<file path="config.mk">
export PLATFORM = sky130hd
export DESIGN_NAME = text_banner
export DESIGN_NICKNAME = d
export VERILOG_FILES = /design/src/rtl/text_banner.sv
export SDC_FILE = /design/constraint.sdc
export NUM_CORES = 1
export LEC_CHECK = 0
export ABC_CLOCK_PERIOD_IN_PS = 2900
export BUFFER_PORTS_ARGS = -buffer_cell sky130_fd_sc_hd__buf_2
export CORE_MARGIN = 3
export CORE_UTILIZATION = 30
export CTS_CLUSTER_DIAMETER = 60
export DETAILED_ROUTE_END_ITERATION = 8
export SETUP_SLACK_MARGIN = 0.4
export SLEW_MARGIN = 5
export SYNTH_ARGS = -nofsm -noshare
export SYNTH_HDL_FRONTEND = slang
export SYNTH_SLANG_ARGS = --single-unit
</file>
<file path="constraint.sdc">
create_clock -name clk -period 2.9 [get_ports clk]
set_input_delay 0.29 -clock clk [delete_from_list [all_inputs] [get_ports clk]]
set_output_delay 0.29 -clock clk [all_outputs]
set_load 0.005 [all_outputs]
</file>
<file path="src/rtl/text_banner.sv">
// text_banner: writable N_CHARS string overlay for a VGA pixel stream.
// Looks up each pixel's glyph row in an external 8x16 font ROM and returns
// a pixel-aligned text_on three cycles after the pixel is presented.
// Supports frame-synchronous blink and a typewriter-style reveal.
module text_banner #(
   parameter int N_CHARS    = 16,
   parameter int X0         = 64,
   parameter int Y0         = 128,
   parameter int SCALE_LOG2 = 2,
   parameter int BLINK_FR   = 30,
   parameter int REVEAL_FR  = 4
) (
   input  logic        clk,
   input  logic        reset_n,
   input  logic        enable,
   input  logic [9:0]  pix_x,
   input  logic [9:0]  pix_y,
   input  logic        frame_tick,
   input  logic        mode_blink,
   input  logic        mode_reveal,
   input  logic        reveal_restart,
   input  logic        wr_en,
   input  logic [4:0]  wr_idx,
   input  logic [6:0]  wr_char,
   output logic [10:0] rom_addr,
   input  logic [7:0]  font_word,
   output logic        text_on,
   output logic        reveal_done
);

   localparam int CELL_W_LOG2 = 3 + SCALE_LOG2;
   localparam int BOX_W       = N_CHARS << CELL_W_LOG2;
   localparam int BOX_H       = 16 << SCALE_LOG2;
   localparam int IDX_W       = (N_CHARS > 1) ? $clog2(N_CHARS) : 1;
   localparam int DEPTH       = 1 << IDX_W;
   localparam int BLINK_W     = (BLINK_FR > 1) ? $clog2(BLINK_FR) : 1;
   localparam int REVEAL_W    = (REVEAL_FR > 1) ? $clog2(REVEAL_FR) : 1;

   localparam logic [5:0]          N_CHARS_W  = 6'(N_CHARS);
   localparam logic [BLINK_W-1:0]  BLINK_TOP  = BLINK_W'(BLINK_FR - 1);
   localparam logic [REVEAL_W-1:0] REVEAL_TOP = REVEAL_W'(REVEAL_FR - 1);

   // ------------------------------------------------------------------
   // State
   // ------------------------------------------------------------------
   logic [6:0]          char_buf_q [DEPTH];
   logic [6:0]          char_buf_d [DEPTH];
   logic [BLINK_W-1:0]  blink_cnt_q,  blink_cnt_d;
   logic                blink_phase_q, blink_phase_d;
   logic [REVEAL_W-1:0] rev_div_q,    rev_div_d;
   logic [5:0]          reveal_cnt_q, reveal_cnt_d;
   logic                enable_q;

   logic [10:0]         rom_addr_q, rom_addr_d;
   logic [2:0]          col_d1_q, col_d2_q;
   logic                vis_d1_q, vis_d1_d, vis_d2_q;
   logic                text_on_q, text_on_d;

   // ------------------------------------------------------------------
   // T0 geometry: map the presented pixel onto banner cell coordinates
   // ------------------------------------------------------------------
   logic [10:0] dx, dy;
   logic [4:0]  char_idx;
   logic [2:0]  col;
   logic [3:0]  row;
   logic        in_box;
   logic        vis;

   // Pixel-to-cell mapping and visibility for the pixel entering the pipe
   always_comb begin
      dx       = {1'b0, pix_x} - 11'(X0);
      dy       = {1'b0, pix_y} - 11'(Y0);
      char_idx = 5'(dx >> CELL_W_LOG2);
      col      = 3'(dx >> SCALE_LOG2);
      row      = 4'(dy >> SCALE_LOG2);
      in_box   = (int'(pix_x) >= X0) && (int'(dx) < BOX_W) &&
                 (int'(pix_y) >= Y0) && (int'(dy) < BOX_H);
      vis      = in_box & enable & (blink_phase_q | ~mode_blink) &
                 (({1'b0, char_idx} < reveal_cnt_q) | ~mode_reveal);
   end

   // ------------------------------------------------------------------
   // Next-state logic
   // ------------------------------------------------------------------
   // String buffer writes; out-of-range slots are dropped
   always_comb begin
      // NOTE: every always_comb output gets a full default first so no path leaves it unassigned (no latch).
      char_buf_d = char_buf_q;
      if (wr_en && ({1'b0, wr_idx} < N_CHARS_W))
         char_buf_d[wr_idx[IDX_W-1:0]] = wr_char;
   end

   // Free-running blink divider; phase flips each time it wraps
   always_comb begin
      blink_cnt_d   = blink_cnt_q;
      blink_phase_d = blink_phase_q;
      if (frame_tick) begin
         if (blink_cnt_q == BLINK_TOP) begin
            blink_cnt_d   = '0;
            blink_phase_d = ~blink_phase_q;
         end else begin
            blink_cnt_d = blink_cnt_q + 1'b1;
         end
      end
   end

   // Reveal counter: restart (or enable rising) beats a same-cycle frame_tick
   always_comb begin
      rev_div_d    = rev_div_q;
      reveal_cnt_d = reveal_cnt_q;
      if (reveal_restart || (enable && !enable_q)) begin
         rev_div_d    = '0;
         reveal_cnt_d = '0;
      end else if (frame_tick) begin
         if (rev_div_q == REVEAL_TOP) begin
            rev_div_d = '0;
            if (reveal_cnt_q != N_CHARS_W)
               reveal_cnt_d = reveal_cnt_q + 1'b1;
         end else begin
            rev_div_d = rev_div_q + 1'b1;
         end
      end
   end

   // Pipeline stages: T1 glyph lookup, T3 pick the pixel's bit from the ROM word
   always_comb begin
      rom_addr_d = in_box ? {char_buf_q[char_idx[IDX_W-1:0]], row} : 11'd0;
      vis_d1_d   = vis;
      text_on_d  = vis_d2_q & font_word[3'd7 - col_d2_q];
   end

   // ------------------------------------------------------------------
   // Registers
   // ------------------------------------------------------------------
   // All state, including the string buffer, clears on async reset
   always_ff @(posedge clk or negedge reset_n) begin
      if (!reset_n) begin
         // NOTE: the buffer is a flop array, so it is cleared by reset like any other state; a RAM could not be.
         for (int i = 0; i < DEPTH; i++) char_buf_q[i] <= '0;
         blink_cnt_q   <= '0;
         blink_phase_q <= 1'b1;
         rev_div_q     <= '0;
         reveal_cnt_q  <= '0;
         enable_q      <= 1'b0;
         rom_addr_q    <= '0;
         col_d1_q      <= '0;
         col_d2_q      <= '0;
         vis_d1_q      <= 1'b0;
         vis_d2_q      <= 1'b0;
         text_on_q     <= 1'b0;
      end else begin
         // NOTE: non-blocking assignments so every flop samples pre-edge values regardless of statement order.
         char_buf_q    <= char_buf_d;
         blink_cnt_q   <= blink_cnt_d;
         blink_phase_q <= blink_phase_d;
         rev_div_q     <= rev_div_d;
         reveal_cnt_q  <= reveal_cnt_d;
         enable_q      <= enable;
         rom_addr_q    <= rom_addr_d;
         col_d1_q      <= col;
         col_d2_q      <= col_d1_q;
         vis_d1_q      <= vis_d1_d;
         vis_d2_q      <= vis_d1_q;
         text_on_q     <= text_on_d;
      end
   end

   assign rom_addr    = rom_addr_q;
   assign text_on     = text_on_q;
   assign reveal_done = (reveal_cnt_q == N_CHARS_W);

endmodule

</file>
==> impl_metrics.py, run 1 <==
metrics = {
    "timing": {
        "slew-limit-headroom_pct": 39.5,
        "finalCritPeriodShare_pct": 62.1,
        "drv_slew": 0,
        "setup_viol": 0,
        "fin_skew_ps": 5.77,
        "tightest_slew_ps": 905,
        "period_needed_ps": 1800,
        "rsz0062_at_grt": "false",
        "fin_setup_tns_ps": 0,
        "hold_viol_final": 0,
        "fmax_mhz": 556,
    },
    "placed_design": {
        "gp_congestion": 0.789,
        "port_buffers": 58,
        "dpl-instance-area_sq_um": 7430,
        "dp_hpwl_um": 10300,
    },
    "worst_setup_path": {
        "reg2reg_setup_slack_ps": 1250,
        "crit_type": "flip-flop to output port",
        "critical_path_required_ps": 2610,
        "critPathMaxFanout": 4,
        "startpoint_type": "flip-flop",
        "reg2reg_depth": 5,
        "worstSetupEndpointType": "output port",
        "arrival_ps": 1510,
    },
    "layout": {
        "syn_to_final_growth_pct": 19.1,
        "final_cell_area_sq_um": 8130,
        "diodes": 0,
        "drive_gt1_share_pct": 41.7,
        "fin_nets": 619,
    },
    "global_route": {
        "met1_usage_pct": 16.8,
        "busiest_layer": "met2",
        "overflow": 0,
        "grt_max_degree": 72,
        "grt_pass1_wl_um": 24200,
        "grt_pass1_vias": 4578,
        "met2_usage_pct": 20.4,
        "antenna_found_initial": 1,
        "use_met3_pct": 3.71,
        "grt_usage_pct": 12.7,
    },
    "hold_path": {
        "holdPathStages": 3,
        "hp-class": "input port to flip-flop",
    },
    "drt": {
        "dr.first_iter.drc_count": 266,
        "ant_nets": 0,
        "drt_first_pass_iters": 4,
        "drc": 0,
        "wirelength_um": 14800,
        "num_vias": 4214,
        "vias_per_cell": 4.94,
        "wl_per_cell_um": 17.4,
    },
    "run": {
        "cap_violations": 0,
    },
    "clock_network": {
        "clkTransAtPathRegs_ps": 60,
        "insertion_delay_ps": 420,
        "cts_tree": "yes",
        "cts.path.max_buffers": 2,
        "clock_sinks": 147,
        "cts-root-buf": "clkbuf_16",
        "cts_buffers": 17,
        "post_cts_resized": 0,
        "post_cts_buffers": 0,
        "h-tree-depth": 4,
    },
    "synthesis": {
        "synthCells": 496,
        "ys_async_sr_fraction_pct": 100,
        "synth.avg_cell_area_sq_um": 13.8,
        "ys_seq_area_share_pct": 53.9,
        "synthesis.nets": 555,
        "synth_largest_area_cell": "dfrtp_1",
        "yosysWarnings": 0,
        "synth.distinct_cells": 47,
        "synth_top_area_share_pct": 53.5,
        "syn-cell-area_sq_um": 6830,
        "synth-edff-count": 0,
        "ys.flop_type": "dfrtp_1",
        "synth_area_leaders": "dfrtp_1 (54%), mux2_2 (18%), mux4_2 (5.9%), mux2i_1 (4.3%), ha_1 (2.0%)",
        "ys_ff_latch": 147,
    },
    "power": {
        "power_per_cell_area_nw_per_um2": 713,
        "peakVddDrop_mv": 0.312,
        "p_leak_nw": 3.73,
    },
    "die": {
        "die_y_um": 157,
        "die-area_sq_um": 24600,
        "ios": 61,
        "chipWidth_um": 157,
        "core_area_sq_um": 22100,
        "start_util_pct": 30.9,
        "num_rows": 54,
    },
    "outcome": {
        "status": "finished clean",
    },
}
## power breakdown
part	switching, mW	total, mW	internal [mW]
logic	0.346	0.812	0.465
clock network	0.889	2.39	1.50
registers	0.190	2.59	2.40
total	1.43	5.80	4.37
## worst paths after layout
path,start,to
max reg2reg,reveal_cnt_q[1],vis_d1_q
max in group asynchronous,reset_n,char_buf_q[102]
min,pix_y[5],rom_addr[3]
min in group asynchronous,reset_n,blink_cnt_q[2]
min reg2reg,vis_d1_q,vis_d2_q
max,reveal_cnt_q[0],reveal_done
## what timing repair did
| item | in CTS | in global routing |
|---|---|---|
| endpoints found under the setup margin | 0 | 0 |
| hold buffers | 5 | 0 |
| endpoints found under the hold margin | 72 | 0 |
## cells in the mapped netlist (4+ instances only)
cell,count
xnor2_1,8
nor2b_1,6
nand3_1,6
nand2b_1,7
mux2_2,112
ha_1,11
mux4_2,18
o22ai_1,14
mux2i_1,29
buf_4,4
nor2_1,19
nand2_1,31
nor3_1,8
dfrtp_1,146
clkbuf_1,15
a311oi_2,5
inv_1,17
## cell usage in the layout (no fill, tap or decap), drive strengths merged, types with 7 or more instances in the layout
| cell | n |
|---|---|
| dfrtp | 146 |
| mux2 | 112 |
| buf | 65 |
| nand2 | 31 |
| mux2i | 29 |
| inv | 22 |
| nor2 | 19 |
| clkbuf | 19 |
| mux4 | 18 |
| o22ai | 14 |
| ha | 11 |
| xnor2 | 8 |
| nor3 | 8 |
| nand2b | 7 |
| a311oi | 7 |
## state kept, by name, indices dropped and copies added, names as in the netlist
| signal | count |
|---|---|
| char_buf_q | 112 |
| vis_d1_q | 1 |
| text_on | 1 |
| rev_div_q | 2 |
| rom_addr | 11 |
| enable_q | 1 |
| vis_d2_q | 1 |
| col_d2_q | 3 |
| col_d1_q | 3 |
| reveal_cnt_q | 6 |
| blink_phase_q | 1 |
| blink_cnt_q | 5 |
## worst max-delay path, stage by stage (launching register included)
cell       delay [ps]
dfrtp_1           410
inv_1             100
ha_1              170
nand4bb_1         150
nor2_1            140
buf_2             130
## area by class of cell
| class | instances | area, sq um |
|---|---|---|
| Inverter | 18 | 67.6 |
| Fill cell | 2107 | 14000 |
| Tap cell | 280 | 350 |
| Multi-Input combinational cell | 306 | 2960 |
| Sequential cell | 147 | 3680 |
| Clock buffer | 19 | 453 |
| Timing Repair Buffer | 70 | 424 |
| Clock inverter | 13 | 194 |
## routing by layer
| layer | wire length (um) | part of all wire, % |
|---|---|---|
| met5 | 13 | 0.088 |
| met3 | 784 | 5.3 |
| met4 | 144 | 0.97 |
| met1 | 6880 | 46 |
| met2 | 7030 | 47 |
## per-stage QoR
stage / cells / worst slack, ps / hold slack, ps / utilization [%] / power (mW)
after global routing: 853 / 970 / 93.7 / 36.8 / 6.08
after detailed placement: 816 / 751 / 338 / 33.6 / 3.45
after CTS: 853 / 1080 / 82.6 / 36.8 / 5.86
after floorplan: 496 / 472 / -5.59 / - / 3.17
after global placement: 816 / 798 / 329 / 33.6 / 3.37
final: 853 / 1100 / 101 / 36.8 / 5.80
## cells by family after synthesis
logic type	Yosys count	synth area share, %
xor gates and xnor gates	8	1.03
buffers and inverters	43	2.73
muxes	159	28.7
adders and majority gates	11	2.02
AOI/OAI and AO/OA	34	4.42
and+or+nand+nor	94	7.22
DFF	147	53.9
Power figures use the tool's default switching activity.
==> run 2, diff against run 1 <==
--- a/config.mk
+++ b/config.mk
@@ -5,7 +5,7 @@
 export SDC_FILE = /design/constraint.sdc
 export NUM_CORES = 1
 export LEC_CHECK = 0
-export ABC_CLOCK_PERIOD_IN_PS = 2900
+export ABC_CLOCK_PERIOD_IN_PS = 1900
 export BUFFER_PORTS_ARGS = -buffer_cell sky130_fd_sc_hd__buf_2
 export CORE_MARGIN = 3
 export CORE_UTILIZATION = 30
==> constraint.sdc (replaced) <==
create_clock -name clk -period 1.9 [get_ports clk]
set_input_delay 0.19 -clock clk [delete_from_list [all_inputs] [get_ports clk]]
set_output_delay 0.19 -clock clk [all_outputs]
set_load 0.005 [all_outputs]
==> run 2 against run 1 <==
Net effect: sequential share of layout area down 0.85 points; global-route usage down 0.091 points; utilization up 0.70 points; critical path type unchanged; largest cell class unchanged; critical endpoint unchanged; total power up 47%; combinational power up 56%; flip-flop and latch count unchanged.
==> impl_metrics.py, run 2 (synthesis gave the netlist of run 1 again) <==
metrics = {
    "outcome": {
        "status": "finished clean",
    },
    "clock_network": {
        "cts_tree": "yes",
        "clock_sinks": 147,
        "cts-root-buf": "clkbuf_16",
        "h-tree-depth": 4,
        "cts_buffers": 17,
        "cts.path.max_buffers": 2,
        "insertion_delay_ps": 430,
        "clkTransAtPathRegs_ps": 60,
    },
    "worst_setup_path": {
        "slowest_stage": "dfrtp_1",
        "slowest_delay_ps": 400,
        "critical_path_required_ps": 1710,
        "crit_chain": "inv_2 > ha_4 > nand4bb_4 > nor2_2 > buf_2",
        "startpoint_type": "flip-flop",
        "critPathMaxFanout": 3,
        "arrival_ps": 1390,
        "worstSetupEndpointType": "output port",
        "crit_type": "flip-flop to output port",
    },
    "timing": {
        "slew-limit-headroom_pct": 65.8,
        "tightest_slew_ps": 513,
        "finalHoldWorstSlack_ps": 111,
        "finalCritPeriodShare_pct": 83.0,
        "hold_viol_final": 0,
        "fin_skew_ps": 14.7,
        "fmax_mhz": 634,
        "drv_slew": 0,
        "rsz0062_at_grt": "true",
        "period_needed_ps": 1580,
        "fin_setup_tns_ps": 0,
        "setup_viol": 0,
    },
    "die": {
        "ios": 61,
        "start_util_pct": 30.9,
        "die_y_um": 157,
        "chipWidth_um": 157,
        "core_area_sq_um": 22100,
        "die-area_sq_um": 24600,
        "num_rows": 54,
    },
    "power": {
        "finalPower_mw": 8.52,
        "peakVddDrop_mv": 0.543,
        "power_per_cell_area_nw_per_um2": 1030,
        "p_leak_nw": 3.78,
    },
    "drt": {
        "drt_first_pass_iters": 4,
        "vias_per_cell": 4.89,
        "num_vias": 4218,
        "dr.first_iter.drc_count": 197,
        "drc": 0,
        "wirelength_um": 14600,
        "ant_nets": 0,
        "wl_per_cell_um": 16.9,
    },
    "hold_path": {
        "hp-class": "input port to flip-flop",
    },
    "run": {
        "cap_violations": 0,
    },
    "global_route": {
        "grt_pass1_wl_um": 23800,
        "grt_pass1_vias": 4523,
        "grt_usage_pct": 12.6,
        "overflow": 0,
        "antenna_found_initial": 0,
        "grt_max_degree": 55,
    },
    "layout": {
        "largest_reg_flops": 112,
        "fin_nets": 632,
        "syn_to_final_growth_pct": 21.4,
        "stdcell_count": 863,
        "final_common_cell": "dfrtp_1",
        "top_register": "char_buf_q",
        "drive_gt1_share_pct": 43.4,
        "final_cell_mix": "dfrtp_1 (146), mux2_2 (112), buf_2 (57)",
        "diodes": 0,
        "num-fill-cells": 2089,
        "final_core_util_pct": 37.5,
    },
    "placed_design": {
        "gp_congestion": 0.775,
        "port_buffers": 58,
        "place_inst": 822,
        "dp_hpwl_um": 10300,
    },
}
## run 2: cell types whose count changed in the layout (fill, tap and decap cells not counted), moves of 4 or more
| cell | previous run | this run |
|---|---|---|
| buf_4 | 5 | 12 |
| inv_6 | 5 | 0 |
| clkbuf_1 | 0 | 4 |
| dlygate4sd3_1 | 5 | 9 |
| inv_1 | 17 | 13 |
## run 2: metal layers
metal,global-route usage (%),up-vias,part of all wire [%]
met5,0,-,0
met4,3.88,0,1.4
met3,3.43,18,4.5
met2,20.2,90,47
met1,16.6,2149,47
li1,-,1961,-
## run 2: through the flow
| step | setup WS (ps) | instance area, sq um |
|---|---|---|
| after floorplan | 344 | 6930 |
| after global placement | 174 | 7560 |
| after detailed placement | 65.8 | 7560 |
| after CTS | 267 | 8260 |
| after global routing | 261 | 8280 |
| final | 324 | 8280 |
## run 2: path summary, 6_finish.rpt
check	from	endpoint	slack [ps]	cells past startpoint
max in group asynchronous	reset_n	blink_phase_q	930	3
min reg2reg	col_d1_q[2]	col_d2_q[2]	350	0
min in group asynchronous	reset_n	col_d2_q[1]	320	2
min	mode_blink	vis_d1_q	110	4
max reg2reg	reveal_cnt_q[1]	vis_d1_q	400	5
max	reveal_cnt_q[1]	reveal_done	320	5
## run 2: worst max-delay path: cells and delay by family, from the launching register on
kind / cells / cell delay, ps
flip-flops: 1 / 400
AND/OR/NAND/NOR: 2 / 230
buffers and inverters: 2 / 200
adder cells (fa/ha/maj): 1 / 140
## run 2: power breakdown
| part | internal [mW] | switching (mW) |
|---|---|---|
| clock | 2.10 | 1.19 |
| sequential | 3.67 | 0.278 |
| combinational | 0.736 | 0.538 |
| total | 6.51 | 2.01 |
## run 2: repair_timing
item / in CTS / in global routing
hold buffers: 9 / 0
setup endpoints to repair: 4 / 4
endpoints found under the hold margin: 59 / 0
pin swaps: 1 / 1
resized for setup: 6 / 3
buffers inserted: 3 / 0
## run 2: area by class of cell
type | count | area, sq um | area share, %
Clock buffer | 23 | 468 | 5.65
Sequential cell | 147 | 3680 | 44.4
Clock inverter | 6 | 105 | 1.27
Inverter | 18 | 82.6 | 0.997
Multi-Input combinational cell | 306 | 3040 | 36.7
Timing Repair Buffer | 83 | 557 | 6.72
Tap cell | 280 | 350 | 4.23
